File: config.mk
export PLATFORM = sky130hd
export DESIGN_NAME = calculator_arbiter_flat
export DESIGN_NICKNAME = d
export VERILOG_FILES = /design/src/rtl/calculator_arbiter_if.sv /design/src/rtl/calculator_arbiter.sv /design/src/flat_wrapper.sv
export SDC_FILE = /design/constraint.sdc
export NUM_CORES = 1
export LEC_CHECK = 0
export CAP_MARGIN = 40
export CORE_MARGIN = 5
export CORE_UTILIZATION = 55
export CTS_CLUSTER_DIAMETER = 80
export DETAILED_ROUTE_END_ITERATION = 6
export GPL_TIMING_DRIVEN = 0
export HOLD_SLACK_MARGIN = 0.06
export PLACE_DENSITY_LB_ADDON = 0.15
export SLEW_MARGIN = 25
export SYNTH_ARGS = -nofsm -noshare
export SYNTH_HDL_FRONTEND = slang
export SYNTH_SLANG_ARGS = --single-unit
export TNS_END_PERCENT = 10
File: constraint.sdc
create_clock -name clk -period 27.1 [get_ports clk]
set_clock_uncertainty 0.15 [all_clocks]
set_input_delay 2.71 -clock clk [delete_from_list [all_inputs] [get_ports clk]]
set_output_delay 2.71 -clock clk [all_outputs]
set_load 0.02 [all_outputs]
File: src/rtl/calculator_arbiter_if.sv
// Bundles the two requester ports, the response port and the statistics
// counters of calculator_arbiter. The arbiter connects as slave, the
// requester/consumer side connects as master.
interface calculator_arbiter_if #(
  parameter int DATA_WIDTH = 16,
  parameter int CNT_WIDTH  = 8
);
  logic                  req0_valid;
  logic                  req0_ready;
  logic [DATA_WIDTH-1:0] req0_a;
  logic [DATA_WIDTH-1:0] req0_b;
  logic [1:0]            req0_op;

  logic                  req1_valid;
  logic                  req1_ready;
  logic [DATA_WIDTH-1:0] req1_a;
  logic [DATA_WIDTH-1:0] req1_b;
  logic [1:0]            req1_op;

  logic                  rsp_valid;
  logic                  rsp_ready;
  logic                  rsp_id;
  logic [DATA_WIDTH-1:0] rsp_result;
  logic                  rsp_invalid;

  logic [CNT_WIDTH-1:0]  op_count;
  logic [CNT_WIDTH-1:0]  err_count;

  modport master (
    output req0_valid, req0_a, req0_b, req0_op,
    output req1_valid, req1_a, req1_b, req1_op,
    output rsp_ready,
    input  req0_ready, req1_ready,
    input  rsp_valid, rsp_id, rsp_result, rsp_invalid,
    input  op_count, err_count
  );

  modport slave (
    input  req0_valid, req0_a, req0_b, req0_op,
    input  req1_valid, req1_a, req1_b, req1_op,
    input  rsp_ready,
    output req0_ready, req1_ready,
    output rsp_valid, rsp_id, rsp_result, rsp_invalid,
    output op_count, err_count
  );
endinterface

File: src/rtl/calculator_arbiter.sv
// Shares one combinational calculator between two requesters. A round-robin
// grant picks one requester in IDLE, its operands are latched, evaluated in
// EXEC and presented as a registered response in RESP until consumed.
// Saturating counters track completed and divide-by-zero responses.

module calculator #(
  parameter int DATA_WIDTH = 16
) (
  input  logic [DATA_WIDTH-1:0] a_i,
  input  logic [DATA_WIDTH-1:0] b_i,
  input  logic [1:0]            op_i,
  output logic [DATA_WIDTH-1:0] result_o,
  output logic                  invalid_o
);
  // ADD/SUB/MUL wrap to DATA_WIDTH bits; DIV by zero yields 0 and flags invalid
  always_comb begin
    result_o  = '0;
    invalid_o = 1'b0;
    case (op_i)
      2'b00: result_o = a_i + b_i;
      2'b01: result_o = a_i - b_i;
      2'b10: result_o = a_i * b_i;
      default: begin
        if (b_i == '0) begin
          invalid_o = 1'b1;
        end else begin
          result_o = a_i / b_i;
        end
      end
    endcase
  end
endmodule

module calculator_arbiter #(
  parameter int DATA_WIDTH = 16,
  parameter int CNT_WIDTH  = 8
) (
  input  logic                 clk,
  input  logic                 rst,
  calculator_arbiter_if.slave  bus
);
  typedef enum logic [1:0] {IDLE, EXEC, RESP} state_t;

  state_t                state_q, state_d;
  logic                  lastGrant_q, lastGrant_d;
  logic [DATA_WIDTH-1:0] opA_q, opA_d;
  logic [DATA_WIDTH-1:0] opB_q, opB_d;
  logic [1:0]            opCode_q, opCode_d;
  logic                  opId_q, opId_d;
  logic                  rspId_q, rspId_d;
  logic [DATA_WIDTH-1:0] rspResult_q, rspResult_d;
  logic                  rspInvalid_q, rspInvalid_d;
  logic [CNT_WIDTH-1:0]  opCount_q, opCount_d;
  logic [CNT_WIDTH-1:0]  errCount_q, errCount_d;

  logic                  grantValid;
  logic                  grantId;
  logic                  req0Ready;
  logic                  req1Ready;
  logic [DATA_WIDTH-1:0] calcResult;
  logic                  calcInvalid;

  calculator #(.DATA_WIDTH(DATA_WIDTH)) calcInst (
    .a_i      (opA_q),
    .b_i      (opB_q),
    .op_i     (opCode_q),
    .result_o (calcResult),
    .invalid_o(calcInvalid)
  );

  // Round-robin pick: a lone requester wins, under contention the one not served last wins
  always_comb begin
    grantValid = bus.req0_valid | bus.req1_valid;
    if (bus.req0_valid && bus.req1_valid) begin
      grantId = ~lastGrant_q;
    end else begin
      grantId = bus.req1_valid;
    end
  end

  // Next-state and handshake logic; ready is only offered in IDLE and never during reset
  always_comb begin
    state_d      = state_q;
    lastGrant_d  = lastGrant_q;
    opA_d        = opA_q;
    opB_d        = opB_q;
    opCode_d     = opCode_q;
    opId_d       = opId_q;
    rspId_d      = rspId_q;
    rspResult_d  = rspResult_q;
    rspInvalid_d = rspInvalid_q;
    opCount_d    = opCount_q;
    errCount_d   = errCount_q;
    req0Ready    = 1'b0;
    req1Ready    = 1'b0;
    case (state_q)
      IDLE: begin
        if (grantValid && !rst) begin
          if (grantId) begin
            req1Ready = 1'b1;
            opA_d     = bus.req1_a;
            opB_d     = bus.req1_b;
            opCode_d  = bus.req1_op;
          end else begin
            req0Ready = 1'b1;
            opA_d     = bus.req0_a;
            opB_d     = bus.req0_b;
            opCode_d  = bus.req0_op;
          end
          opId_d      = grantId;
          lastGrant_d = grantId;
          state_d     = EXEC;
        end
      end
      EXEC: begin
        rspResult_d  = calcResult;
        rspInvalid_d = calcInvalid;
        rspId_d      = opId_q;
        state_d      = RESP;
      end
      RESP: begin
        if (bus.rsp_ready) begin
          if (opCount_q != '1) begin
            opCount_d = opCount_q + 1'b1;
          end
          if (rspInvalid_q && (errCount_q != '1)) begin
            errCount_d = errCount_q + 1'b1;
          end
          state_d = IDLE;
        end
      end
      default: state_d = IDLE;
    endcase
  end

  // State register with synchronous reset dropping any in-flight operation
  always_ff @(posedge clk) begin
    if (rst) begin
      state_q      <= IDLE;
      lastGrant_q  <= 1'b1;
      opA_q        <= '0;
      opB_q        <= '0;
      opCode_q     <= '0;
      opId_q       <= 1'b0;
      rspId_q      <= 1'b0;
      rspResult_q  <= '0;
      rspInvalid_q <= 1'b0;
      opCount_q    <= '0;
      errCount_q   <= '0;
    end else begin
      state_q      <= state_d;
      lastGrant_q  <= lastGrant_d;
      opA_q        <= opA_d;
      opB_q        <= opB_d;
      opCode_q     <= opCode_d;
      opId_q       <= opId_d;
      rspId_q      <= rspId_d;
      rspResult_q  <= rspResult_d;
      rspInvalid_q <= rspInvalid_d;
      opCount_q    <= opCount_d;
      errCount_q   <= errCount_d;
    end
  end

  assign bus.req0_ready  = req0Ready;
  assign bus.req1_ready  = req1Ready;
  assign bus.rsp_valid   = (state_q == RESP);
  assign bus.rsp_id      = rspId_q;
  assign bus.rsp_result  = rspResult_q;
  assign bus.rsp_invalid = rspInvalid_q;
  assign bus.op_count    = opCount_q;
  assign bus.err_count   = errCount_q;
endmodule

File: src/flat_wrapper.sv
// flat-port wrapper written by rule: the top's interface ports become plain ports
module calculator_arbiter_flat 
#(
  parameter int DATA_WIDTH = 16,
  parameter int CNT_WIDTH  = 8
)
  (clk, rst, bus_req0_valid, bus_req0_a, bus_req0_b, bus_req0_op, bus_req1_valid, bus_req1_a, bus_req1_b, bus_req1_op, bus_rsp_ready, bus_req0_ready, bus_req1_ready, bus_rsp_valid, bus_rsp_id, bus_rsp_result, bus_rsp_invalid, bus_op_count, bus_err_count);
  calculator_arbiter_if #(.DATA_WIDTH(DATA_WIDTH), .CNT_WIDTH(CNT_WIDTH)) bus_i ();
  input  logic clk;
  input  logic rst;
  input wire logic [$bits(bus_i.req0_valid)-1:0] bus_req0_valid;
  input wire logic [$bits(bus_i.req0_a)-1:0] bus_req0_a;
  input wire logic [$bits(bus_i.req0_b)-1:0] bus_req0_b;
  input wire logic [$bits(bus_i.req0_op)-1:0] bus_req0_op;
  input wire logic [$bits(bus_i.req1_valid)-1:0] bus_req1_valid;
  input wire logic [$bits(bus_i.req1_a)-1:0] bus_req1_a;
  input wire logic [$bits(bus_i.req1_b)-1:0] bus_req1_b;
  input wire logic [$bits(bus_i.req1_op)-1:0] bus_req1_op;
  input wire logic [$bits(bus_i.rsp_ready)-1:0] bus_rsp_ready;
  output wire logic [$bits(bus_i.req0_ready)-1:0] bus_req0_ready;
  output wire logic [$bits(bus_i.req1_ready)-1:0] bus_req1_ready;
  output wire logic [$bits(bus_i.rsp_valid)-1:0] bus_rsp_valid;
  output wire logic [$bits(bus_i.rsp_id)-1:0] bus_rsp_id;
  output wire logic [$bits(bus_i.rsp_result)-1:0] bus_rsp_result;
  output wire logic [$bits(bus_i.rsp_invalid)-1:0] bus_rsp_invalid;
  output wire logic [$bits(bus_i.op_count)-1:0] bus_op_count;
  output wire logic [$bits(bus_i.err_count)-1:0] bus_err_count;
  assign bus_i.req0_valid = bus_req0_valid;
  assign bus_i.req0_a = bus_req0_a;
  assign bus_i.req0_b = bus_req0_b;
  assign bus_i.req0_op = bus_req0_op;
  assign bus_i.req1_valid = bus_req1_valid;
  assign bus_i.req1_a = bus_req1_a;
  assign bus_i.req1_b = bus_req1_b;
  assign bus_i.req1_op = bus_req1_op;
  assign bus_i.rsp_ready = bus_rsp_ready;
  assign bus_req0_ready = bus_i.req0_ready;
  assign bus_req1_ready = bus_i.req1_ready;
  assign bus_rsp_valid = bus_i.rsp_valid;
  assign bus_rsp_id = bus_i.rsp_id;
  assign bus_rsp_result = bus_i.rsp_result;
  assign bus_rsp_invalid = bus_i.rsp_invalid;
  assign bus_op_count = bus_i.op_count;
  assign bus_err_count = bus_i.err_count;
  calculator_arbiter #(.DATA_WIDTH(DATA_WIDTH), .CNT_WIDTH(CNT_WIDTH)) u_core (.clk(clk), .rst(rst), .bus(bus_i));
endmodule
; ---- Word-level counts from Yosys, hierarchy flattened
; Index checks and enable logic that the tools add are counted.
[classes]
n_addsub = 4
n_eq_ne = 8
multipliers = 1
bitwise_logic = 2
mux = 17
reduce_logical = 12
n_div = 1
[op_table]
columns = op, n
row1 = 16-bit 2-to-1 mux, 3
row2 = 16-bit case mux with 3 select lines, 1
row3 = 16-bit adder, 1
row4 = "8-bit by 1-bit adder with 8-bit output, second input constant", 2
row5 = 16-bit by 16-bit divider with 16-bit output, 1
row6 = 16-bit logical NOT, 1
row7 = 16-bit by 16-bit multiplier with 16-bit output, 1
row8 = "8-bit != test, second input constant", 2
row9 = 16-bit subtractor, 1
row10 = 1-bit 2-to-1 mux, 9
row11 = 2-bit 2-to-1 mux, 3
row12 = 2-bit case mux with 3 select lines, 1
row13 = 3-bit AND reduction, 2
row14 = "2-bit by 1-bit equality test with 1-bit output, second input constant", 2
row15 = "2-bit equality test, second input constant", 2
row16 = 2-bit logical NOT, 2
row17 = 2-bit AND reduction, 2
row18 = 1-bit logical AND, 3
row19 = 3-bit OR reduction, 1
row20 = "2-bit by 1-bit != test with 1-bit output, second input constant", 1
row21 = "2-bit != test, second input constant", 1
row22 = 1-bit logical NOT, 1
row23 = 1-bit NOT, 1
row24 = 1-bit OR, 1
[totals]
in_bits = 73
reg_bits = 72

; ---- Depth between registers and ports, before layout
[depth]
ltp_word = 5
ltp_mapped = 136
depth_no_buf = 126

; ---- By module
; Synthesis repeated with hierarchy kept, for this count alone.
[hier_totals]
hier_cells = 1943
hier_area_um2 = 15179.6
[by_module_without_submodules]
columns = module, area_per_inst_um2, cells_each, n_inst, seq_area_each_um2
row1 = calculator, 11941.5, 1609, 1, 0.0
row2 = calculator_arbiter, 3238.1, 334, 1, 1441.4

; ---- Worst setup path before layout
; Ideal clock, no wire load.
[synth_path]
kind = reg-to-reg
start = register u_core.opB_q[0]
end = register u_core.rspResult_q[0], in the netlist u_core.bus.rsp_result[0]
setup_slack_ns = -0.833
required_time_ns = 26.828
arrival_ns = 27.662
n_path_buf = 11
path_stages_with_launch = 128
cell_sequence = dfxtp_1 -> clkbuf_1 -> inv_1 -> ha_1 -> o21bai_1 -> nor2_1 -> nor2_1 -> a21oi_1 -> ha_1 -> o21ai_0 -> or4b_2 -> a21oi_1 -> or2_2 -> ha_1 -> a21oi_1 -> nand2_1 -> and3_1 -> o31ai_1 -> [92 not listed] -> o21a_1 -> nor2_1 -> o21ai_0 -> a31o_2 -> a41oi_1 -> a311o_1 -> clkbuf_1 -> o21ai_0 -> ha_1 -> a21o_1 -> a21o_1 -> a21o_1 -> a21o_1 -> a21o_1 -> a21o_1 -> a21oi_1 -> nor2_1 -> o311a_1
[synth_between]
elab_chain_len = 3
elab_cells_between_ends = 7
classes_between = add/sub: 2 / mul: 1 / div: 1 / mux: 2 / reduce/logical: 1
[synth_rtl]
columns = element, line_no
row1 = from (decl), calculator_arbiter.sv:47  ; logic [DATA_WIDTH-1:0] opB_q, opB_d;
row2 = from (signal assigned), calculator_arbiter.sv:154  ; opB_q <= opB_d;
row3 = 16-bit by 16-bit divider with 16-bit output / 16-bit logical NOT (equally long branches), "calculator_arbiter.sv:27, calculator_arbiter.sv:24"
row4 = 16-bit 2-to-1 mux, calculator_arbiter.sv:24  ; if (b_i == '0) begin
row5 = 16-bit case mux with 3 select lines *, calculator_arbiter.sv:19  ; case (op_i)
row6 = to (signal assigned), calculator_arbiter.sv:158  ; rspResult_q <= rspResult_d;
row7 = to (decl), calculator_arbiter.sv:51  ; logic [DATA_WIDTH-1:0] rspResult_q, rspResult_d;
; Mark *: on every way between the ends. The rest lies on a longest branch, timed or not.
; A chain may end at the register's enable or synchronous reset.

; ---- Final worst setup path
; Ends and elaborated chain as after synthesis.

==> metrics.md <==
| Metric | Value |
|---|---|
| Status | `completed` |
| Maximum clock rate | `37.7 MHz` |
| Maximum clock insertion buffer count | `2` |
| CTS Hold Buffers Added | `0` |
| Filler cells | `2,222` |
| Sequential cell area | `1450 µm²` |
| Crit-path max cell delay | `0.52 ns` |
| EDFF count, synth | `0` |
| Minimum clock period | `26.54 ns` |
| Die extent in x | `174 µm` |
| Synth Flop Type | `dfxtp_1` |
| Post-Route WL | `53,200 µm` |
| First-pass GRT wire length | `80,200 µm` |
| CTS HTree Levels | `3` |
| Area of the multi-input gates | `13,600 µm²` |
| CTS Buf Count | `9` |
| Overall Global Routing Usage | `0.330` |
| Fin. Hold Viols | `0` |
| Port buffer count | `109` |
| Layout cell share with drive strength beyond 1 | `0.158` |
| Final nets | `2,491` |
| Fin. max-slew vios | `0` |
| Via count | `15,664` |
| Clk Latency, worst-skew pair | `0.35 ns` |
| Post-route ant nets | `0` |
| Asr flop ratio synth | `0` |
| Crit path max fanout | `11` |
| Core Rows | `60` |
| Worst path slowest cell | `or4b_4` |
| Syn_nets | `2,295` |
| Fin crit share | `0.979` |
| Register area share after synthesis | `0.0975` |
| Clock sinks | `72` |
| Setup Crit Path Kind | `flop to flop` |
| Overall die height | `174 µm` |
| Worst-margin pin slew | `0.980 ns` |
| Netlist cell types | `86` |
| Worst Setup End Kind | `flop` |
| Synth Area per Inst | `7.64 µm²` |
| CTS tree | `done` |
| Vias in the first global route | `15,006` |
| WL/cell | `21.5 µm` |
| Largest net degree at the start of global routing | `24` |
| Placer Congestion | `0.978` |
| Worst Hold Class | `flop to flop` |
| Post-DP HPWL | `39,500 µm` |
| Setup crit start kind | `flop` |
| Slew margin rel. | `0.341` |
| Clock Tree Root | `clkbuf_16` |
| Starting density of the core | `0.553` |
| Crit path DAT | `26.63 ns` |
| CP dominant cell by count | `a21o_1` |
| Via-per-instance ratio | `6.33` |
| Core Area | `26,700 µm²` |
| I/O Pins | `110` |
| MaxCap Viol Count | `0` |
| Cell area after synthesis | `14,800 µm²` |
| Place WS | `-6.73 ns` |
| ANT cells | `0` |
| Final critical-path setup slack | `0.563 ns` |
| Clk slew on worst S/H paths | `0.07 ns` |
| Drt pass-1 iters | `5` |
| Setup Viol. Count Final | `0` |
| DR iter-0 viols | `1,255` |
| Seq cells post-synth | `72` |
| # DRC | `0` |
| Area Overhead vs Synth | `26.1%` |
| Syn Inst Count | `1,934` |
| Congestion Overflow GR | `0` |
| CP Data Required Time | `27.19 ns` |
| Die area | `30,300 µm²` |
| YS warnings | `0` |
| Initial antenna violation count | `0` |
## worst max-delay path: cells and delay by family, from the launching register on
family / cells / cell delay, ns
AOI/OAI and AO/OA: 60 / 12.27
adders and majority gates: 16 / 4.20
buffers and inverters: 17 / 2.76
DFF: 1 / 0.35
muxes: 2 / 0.73
and+or+nand+nor: 30 / 5.94
## state kept, by name, summed over array words and instances (netlist names)
name                    cells
u_core.bus.rsp_result      16
u_core.opA_q               16
u_core.opB_q               16
u_core.bus.err_count        8
u_core.bus.op_count         8
u_core.opCode_q             2
u_core.state_q              2
u_core.bus.rsp_id           1
u_core.bus.rsp_invalid      1
u_core.lastGrant_q          1
u_core.opId_q               1
## kinds of logic (layout without fill, tap and decap cells)
| family | Yosys count | in the layout | share of synthesized area |
|---|---|---|---|
| simple gates | 662 | 662 | 0.212 |
| compound gates | 471 | 471 | 0.218 |
| xor+xnor | 133 | 133 | 0.0788 |
| buf+inv | 244 | 445 | 0.0627 |
| fa+ha+maj | 288 | 288 | 0.285 |
| mux | 64 | 64 | 0.0459 |
| flops | 72 | 72 | 0.0975 |
## through the flow
| stage | cell area [µm²] | instances | utilization | hold slack (ns) | TNS, ns |
|---|---|---|---|---|---|
| floorplan | 14800 | 1934 | - | 0.281 | 0 |
| global placement | 16300 | 2384 | 0.612 | 0.294 | -13.17 |
| detailed placement | 16400 | 2388 | 0.615 | 0.295 | -14.07 |
| CTS | 17600 | 2441 | 0.659 | 0.312 | 0 |
| global route | 18600 | 2476 | 0.698 | 0.340 | -0.325 |
| finish | 18600 | 2476 | 0.698 | 0.307 | 0 |
## cells in the mapped netlist, types with 7 or more instances
cell | instances | area share
o31a_1 | 9 | 0.0053
a21boi_0 | 17 | 0.0086
o41ai_1 | 7 | 0.0041
mux2i_1 | 43 | 0.029
nand3_1 | 29 | 0.0098
or3_1 | 22 | 0.0093
nor4_1 | 14 | 0.0059
o211ai_1 | 18 | 0.0091
mux2_2 | 19 | 0.014
o21ai_0 | 68 | 0.023
xnor2_1 | 92 | 0.055
nand2_1 | 181 | 0.046
and2_1 | 24 | 0.010
dfxtp_1 | 72 | 0.097
a21oi_1 | 109 | 0.037
a21o_1 | 38 | 0.019
fa_1 | 81 | 0.11
buf_1 | 9 | 0.0023
nor3_1 | 55 | 0.019
nor2b_1 | 17 | 0.0072
inv_1 | 155 | 0.039
or2_2 | 22 | 0.0093
nand4_1 | 17 | 0.0072
clkbuf_1 | 67 | 0.017
o21a_1 | 39 | 0.020
ha_1 | 207 | 0.18
xor2_1 | 41 | 0.024
and3_1 | 15 | 0.0063
o31ai_1 | 13 | 0.0066
a211oi_1 | 49 | 0.025
a31oi_1 | 23 | 0.0097
nor2_1 | 222 | 0.056
nand2b_1 | 14 | 0.0059
## worst paths after layout
kind	to	startpoint	cells after the start	slack (ns)
max	u_core.bus.rsp_result[0]	u_core.opB_q[0]	125	0.56
max reg2reg	u_core.bus.rsp_result[0]	u_core.opB_q[0]	125	0.56
min reg2reg	u_core.bus.rsp_id	u_core.bus.rsp_id	2	0.31
min	u_core.bus.rsp_id	u_core.bus.rsp_id	2	0.31
## cell usage in the layout (no fill, tap or decap), types with 57 or more instances in the layout
master           count
xnor2_1             92
dfxtp_1             70
o21ai_0             57
a21oi_1             86
clkdlybuf4s50_1    109
buf_4               71
fa_1                81
ha_1               174
nor2_1             214
nand2_1            176
inv_1              153
## routing by layer
metal  part of all wire  wire (µm)  vias to the layer above  global-route usage
met5                  0          0                        -                   0
met3              0.093       4930                      185              0.0598
li1                   -          -                     7244                   -
met4              0.052       2760                        0               0.150
met2               0.45      23900                      818               0.535
met1               0.41      21600                     7417               0.431
## layout make-up
class	count	area share
flip-flops and latches	72	0.0776
well taps	341	0.0229
repair inverters	1	0.000268
plain buffers	77	0.0230
inverters	161	0.0331
multi-input cells	1618	0.731
clock buffers	9	0.0121
repair buffers	190	0.0968
clock inverters	7	0.00356
## repair_timing
item / in CTS / in global routing
endpoints found under the setup margin: 3 / 2
pin swaps: 33 / 65
gates resized for setup: 125 / 129
gates cloned: 1 / 1
buffers inserted: 40 / 33
Power is left out: the tool's default activity adds up to more than one toggle a clock period on the data nets, which glitch-free logic cannot reach.
